===== src/rtl/att_dot_engine.sv =====
// att_dot_engine: attention dot-product execution unit.
// Accumulates a signed INT8 dot product one 32-bit word pair per instruction.
// The final word applies an optional Q8.8 scale/shift and clamp, and every
// accepted instruction returns exactly one result beat.
module att_dot_engine #(
  parameter int ID_WIDTH = 4
) (
  input  logic                clk_i,
  input  logic                rst_i,
  input  logic                issue_valid_i,
  output logic                issue_ready_o,
  input  logic [3:0]          issue_opcode_i,
  input  logic [ID_WIDTH-1:0] issue_id_i,
  input  logic [4:0]          issue_rd_i,
  input  logic [31:0]         rs1_i,
  input  logic [31:0]         rs2_i,
  output logic                result_valid_o,
  input  logic                result_ready_i,
  output logic [ID_WIDTH-1:0] result_id_o,
  output logic [4:0]          result_rd_o,
  output logic                result_we_o,
  output logic                result_err_o,
  output logic [31:0]         result_data_o,
  output logic                busy_o
);

  localparam logic [3:0] OP_SETUP = 4'b1000;
  localparam logic [3:0] OP_RUN   = 4'b1001;
  localparam logic [3:0] OP_SCALE = 4'b1010;

  typedef enum logic [1:0] {IDLE, MAC, POST, RESP} state_t;
  state_t state, state_next;

  logic [3:0]          op_reg;
  logic [31:0]         a_reg, b_reg;
  logic                cfg_valid;
  logic [6:0]          k_words, word_idx;
  logic [3:0]          shift;
  logic signed [15:0]  scale;
  logic signed [31:0]  acc;

  logic accept, in_setup, in_run, word_final;
  logic [6:0] word_idx_inc;
  logic signed [15:0] lane_prod [4];
  logic signed [17:0] dot4;
  logic signed [31:0] acc_sum, y_val;
  logic signed [47:0] prod, shifted;
  logic signed [31:0] sat_val;

  assign accept       = issue_valid_i && (state == IDLE);
  assign in_setup     = (issue_opcode_i == OP_SETUP);
  assign in_run       = (issue_opcode_i[3:2] == 2'b10) && !in_setup;
  assign word_idx_inc = word_idx + 7'd1;
  assign word_final   = (word_idx_inc == k_words);

  // Signed 8x8 product for each of the four byte lanes.
  genvar gi;
  generate
    for (gi = 0; gi < 4; gi++) begin : g_lane
      assign lane_prod[gi] = $signed(a_reg[8*gi+7 -: 8]) * $signed(b_reg[8*gi+7 -: 8]);
    end
  endgenerate

  assign dot4 = $signed({{2{lane_prod[0][15]}}, lane_prod[0]})
              + $signed({{2{lane_prod[1][15]}}, lane_prod[1]})
              + $signed({{2{lane_prod[2][15]}}, lane_prod[2]})
              + $signed({{2{lane_prod[3][15]}}, lane_prod[3]});
  assign acc_sum = acc + $signed({{14{dot4[17]}}, dot4});

  // Post-op: Q8.8 scale, arithmetic shift, saturate, optional 16-bit clamp.
  assign prod    = $signed({{16{acc[31]}}, acc}) * $signed({{32{scale[15]}}, scale});
  assign shifted = prod >>> (5'd8 + {1'b0, shift});

  // Saturate the shifted product to 32 bits and pick the final-op result.
  always_comb begin
    sat_val = shifted[31:0];
    if (shifted > 48'sd2147483647)
      sat_val = 32'sh7FFF_FFFF;
    else if (shifted < -48'sd2147483648)
      sat_val = 32'sh8000_0000;
    y_val = sat_val;
    if (op_reg == OP_RUN)
      y_val = acc;
    else if (op_reg != OP_SCALE) begin
      if (sat_val > 32'sd32767)
        y_val = 32'sd32767;
      else if (sat_val < -32'sd32768)
        y_val = -32'sd32768;
    end
  end

  // State register.
  always_ff @(posedge clk_i or posedge rst_i) begin
    if (rst_i) state <= IDLE;
    else       state <= state_next;
  end

  // Next-state logic.
  always_comb begin
    state_next = state;
    case (state)
      IDLE: if (issue_valid_i) state_next = (in_run && cfg_valid) ? MAC : RESP;
      MAC:  state_next = word_final ? POST : RESP;
      POST: state_next = RESP;
      RESP: if (result_ready_i) state_next = IDLE;
      default: state_next = IDLE;
    endcase
  end

  // Operand latch, configuration, accumulator and result registers.
  always_ff @(posedge clk_i or posedge rst_i) begin
    if (rst_i) begin
      op_reg        <= 4'd0;
      a_reg         <= 32'd0;
      b_reg         <= 32'd0;
      cfg_valid     <= 1'b0;
      k_words       <= 7'd0;
      word_idx      <= 7'd0;
      shift         <= 4'd0;
      scale         <= 16'sd0;
      acc           <= 32'sd0;
      result_id_o   <= '0;
      result_rd_o   <= 5'd0;
      result_we_o   <= 1'b0;
      result_err_o  <= 1'b0;
      result_data_o <= 32'd0;
    end else begin
      if (accept) begin
        op_reg        <= issue_opcode_i;
        a_reg         <= rs1_i;
        b_reg         <= rs2_i;
        result_id_o   <= issue_id_i;
        result_rd_o   <= issue_rd_i;
        result_we_o   <= 1'b0;
        result_data_o <= 32'd0;
        result_err_o  <= !(in_setup || (in_run && cfg_valid));
        if (in_setup) begin
          k_words   <= (rs1_i[7:0] == 8'd0) ? 7'd64 : {1'b0, rs1_i[7:2]};
          shift     <= rs1_i[11:8];
          scale     <= rs2_i[15:0];
          cfg_valid <= 1'b1;
          acc       <= 32'sd0;
          word_idx  <= 7'd0;
        end
      end
      if (state == MAC) begin
        acc      <= acc_sum;
        word_idx <= word_idx_inc;
      end
      if (state == POST) begin
        result_we_o   <= 1'b1;
        result_data_o <= y_val;
        acc           <= 32'sd0;
        word_idx      <= 7'd0;
      end
    end
  end

  assign issue_ready_o  = (state == IDLE);
  assign result_valid_o = (state == RESP);
  assign busy_o         = (word_idx != 7'd0);

endmodule


===== config.mk =====
export PLATFORM = sky130hd
export DESIGN_NAME = att_dot_engine
export DESIGN_NICKNAME = d
export VERILOG_FILES = /design/src/rtl/att_dot_engine.sv
export SDC_FILE = /design/constraint.sdc
export NUM_CORES = 2
export LEC_CHECK = 0
export ABC_AREA = 1
export BUFFER_PORTS_ARGS = -buffer_cell sky130_fd_sc_hd__buf_2
export CORE_MARGIN = 4
export CORE_UTILIZATION = 30
export DETAILED_ROUTE_END_ITERATION = 6
export GPL_ROUTABILITY_DRIVEN = 0
export PLACE_DENSITY_LB_ADDON = 0.3
export REMOVE_ABC_BUFFERS = 1
export SYNTH_ARGS = -nofsm -noshare
export SYNTH_HDL_FRONTEND = slang
export SYNTH_SLANG_ARGS = --single-unit

===== constraint.sdc =====
create_clock -name clk_i -period 16.4 [get_ports clk_i]
set_input_delay 0.82 -clock clk_i [delete_from_list [all_inputs] [get_ports clk_i]]
set_output_delay 0.82 -clock clk_i [all_outputs]
set_load 0.02 [all_outputs]

==> metrics list <==
- The largest single stage delay on the critical path is 890 ps.
- Layout filler cell count: 15800
- Count of boundary I/O pins: 127
- Gate Count Post-Synth: 5810
- The first global-routing pass estimated 212000 um of wire.
* Top cell by count, worst path: sky130_fd_sc_hd__nand2_1
- STA classifies the critical path startpoint as a flop.
* Max capacitance violation total: 0
* Average cell area after synthesis: 7.66 um^2
* Number of antenna violations at the first check in global routing: 4
- Setup violations remaining at the end of the flow were counted as 0.
- For this run, the number of Yosys warnings is 0.
* Number of buffers created by CTS: 17
- Total number of vias: 35100
- Crit-path leading delay family: simple AND/OR/NAND/NOR gates
- After clock tree synthesis, the setup repair step added 0 buffers.
- Worst path arrival time: 10750 ps
- Run status: complete, no violations
* Core Rows: 141
- Number of input and output port buffers inserted: 126
- Commonest non-fill, non-tap cells in the layout: 1683 x sky130_fd_sc_hd__nand2_1, 1612 x sky130_fd_sc_hd__inv_1, 943 x sky130_fd_sc_hd__fa_1, 242 x sky130_fd_sc_hd__ha_1, 212 x sky130_fd_sc_hd__nand3_1
- Post-CTS repair changed the size of 0 cells.
* Relative max-transition margin: 0.148
- Maximum number of pins on one net before global-route repair: 83
* Worst-Margin Slew: 1280 ps
- Core region area: 148000 um^2
- Post-CTS Hold Buffers: 0
- TritonCTS built the clock tree.
* Area overhead of the layout relative to synthesis: 6.60%
- Critical path class: flop to flop
- Starting Density: 0.302
* Max-slew violation total from the final report: 0
* Highest attainable clock frequency: 0.0974 GHz
- Root buffer selected by CTS: sky130_fd_sc_hd__clkbuf_16
- For the worst setup path, the data required time is 16880 ps.
* Reg2reg setup slack: 6140 ps
- Final hold vios: 0
- No sink is reached through more buffers than the 2 on the longest clock path.
- Vias per cell: 4.58
* Setup Skew: 26.6 ps
* Footprint of the multi-input gates: 32900 um^2
- Vias in the first global route: 36700
* Slack of the critical path: 6140 ps
- Setup slack after placement: 6320 ps
* Drt wl/cell: 17.3 um
- With fillers left out, the area of the finished cells amounts to 47500 um^2.
- Final net count: 6989
* Post-synth top flop: sky130_fd_sc_hd__dfrtp_1
- Clock sinks: 180
- Clock latency reported for the late side of the worst-skew pair: 540 ps
- Synthesis-stage register bit count: 180
- In this run the worst path has a maximum fanout of 24.
* Die height: 393 um
* Post-Route WL: 132000 um
- Setup repair after global routing left no endpoint under its margin.
- Clock-pin slew on the worst setup and hold paths: 90 ps
- Share of synthesized registers carrying an async set or reset: 1.00
- Global-route congestion overflow total: 0
- Minimum clock period after layout: 10260 ps
- After detailed routing, the number of remaining DRC violations is 0.
- Number of H-tree levels: 4
- The sequential cells in the finished layout cover a total of 4510 um^2.
- Post-placement cell area: 46800 um^2
* GRT Util Overall: 0.177
- Cell area after technology mapping: 44500 um^2
- Fraction of final layout cells with drive strength greater than 1: 0.0432
- Number of enable-type register cells in the synthesized netlist: 0
- In this run the horizontal extent of the chip is 393 um.
- After routing, the total negative slack on setup checks comes to 0 ps.
* Antenna Violating Nets Remaining: 0
- First-pass iteration count of the detailed router: 7
- For this run, the register share of the synthesized area comes to 0.101.
* Die area: 155000 um^2
- The tightest min-delay check is of the input pin to async pin type.
- Of the available clock period, the critical path in the final layout requires 0.626.
* Unique masters post-synth: 52
- The number of buffers and inverters on the critical path is 3.
* Drt first-iter violations: 2593
- Final HPWL from detailed placement: 110000 um
- The library cell used most frequently in the layout, excluding fill and tap cells, is sky130_fd_sc_hd__nand2_1.
* Type of destination of the critical path: flop
* Max stage delay cell, worst path: sky130_fd_sc_hd__dfrtp_1
[cell families after synthesis]
kind of cell,count (synthesis),share of synthesized area
buf+inv,1894,0.161
simple gates,2159,0.194
compound gates,339,0.0420
xor+xnor,52,0.0102
fa+ha+maj,1186,0.492
flops,180,0.101
[layout make-up]
cell class	count	share of cell area
Antenna cell	3	0.000158
Clock buffer	17	0.00896
Clock inverter	15	0.00424
Inverter	1623	0.129
Multi-Input combinational cell	3736	0.693
Sequential cell	180	0.0950
Tap cell	1930	0.0509
Timing Repair Buffer	164	0.0193
[Yosys cell counts (6+ instances only)]
master,instances,area [um^2]
sky130_fd_sc_hd__fa_1,943,18900
sky130_fd_sc_hd__nand2_1,1684,6320
sky130_fd_sc_hd__o21ai_0,182,911
sky130_fd_sc_hd__o21ai_1,8,40.0
sky130_fd_sc_hd__nor3_1,11,55.1
sky130_fd_sc_hd__xor2_1,35,307
sky130_fd_sc_hd__or2_2,13,81.3
sky130_fd_sc_hd__o22ai_1,19,119
sky130_fd_sc_hd__o32ai_1,7,61.3
sky130_fd_sc_hd__nand2_2,7,43.8
sky130_fd_sc_hd__ha_1,243,3040
sky130_fd_sc_hd__clkbuf_1,246,923
sky130_fd_sc_hd__nor4_1,6,37.5
sky130_fd_sc_hd__inv_2,6,22.5
sky130_fd_sc_hd__o21bai_1,7,52.6
sky130_fd_sc_hd__a21oi_1,72,360
sky130_fd_sc_hd__nand4_1,27,169
sky130_fd_sc_hd__buf_1,14,52.6
sky130_fd_sc_hd__a31oi_1,11,68.8
sky130_fd_sc_hd__inv_1,1614,6060
sky130_fd_sc_hd__nor2_1,174,653
sky130_fd_sc_hd__xnor2_1,17,149
sky130_fd_sc_hd__a21o_1,8,60.1
sky130_fd_sc_hd__o211ai_1,7,52.6
sky130_fd_sc_hd__dfrtp_1,180,4500
sky130_fd_sc_hd__nand3_1,212,1060
[per-layer routing]
layer | vias up | wire, um | global-route usage
met5 | - | 11 | 0
met4 | 2 | 3060 | 0.0412
met3 | 170 | 9580 | 0.0339
met2 | 1076 | 59700 | 0.278
met1 | 17500 | 60000 | 0.252
li1 | 16400 | - | -
[through the flow]
stage | std cells | hold WS, ps | utilization
floorplan | 5539 | 446 | -
global placement | 7633 | 457 | 0.317
detailed placement | 7633 | 460 | 0.317
CTS | 7665 | 306 | 0.321
global route | 7665 | 339 | 0.321
finish | 7668 | 314 | 0.321
[worst paths after layout]
kind / to / startpoint / depth (start not counted)
hold reg to reg: result_id_o[0] / result_id_o[0] / 2
setup / recovery: result_data_o[13] / acc[31] / 38
max in group asynchronous: word_idx[0] / rst_i / 3
min in group clk_i: result_id_o[2] / issue_id_i[2] / 3
setup reg to reg: result_data_o[13] / acc[31] / 38
hold / removal: b_reg[27] / rst_i / 2
Power is left out: the tool's default activity adds up to more than one toggle a clock period on the data nets, which glitch-free logic cannot reach.
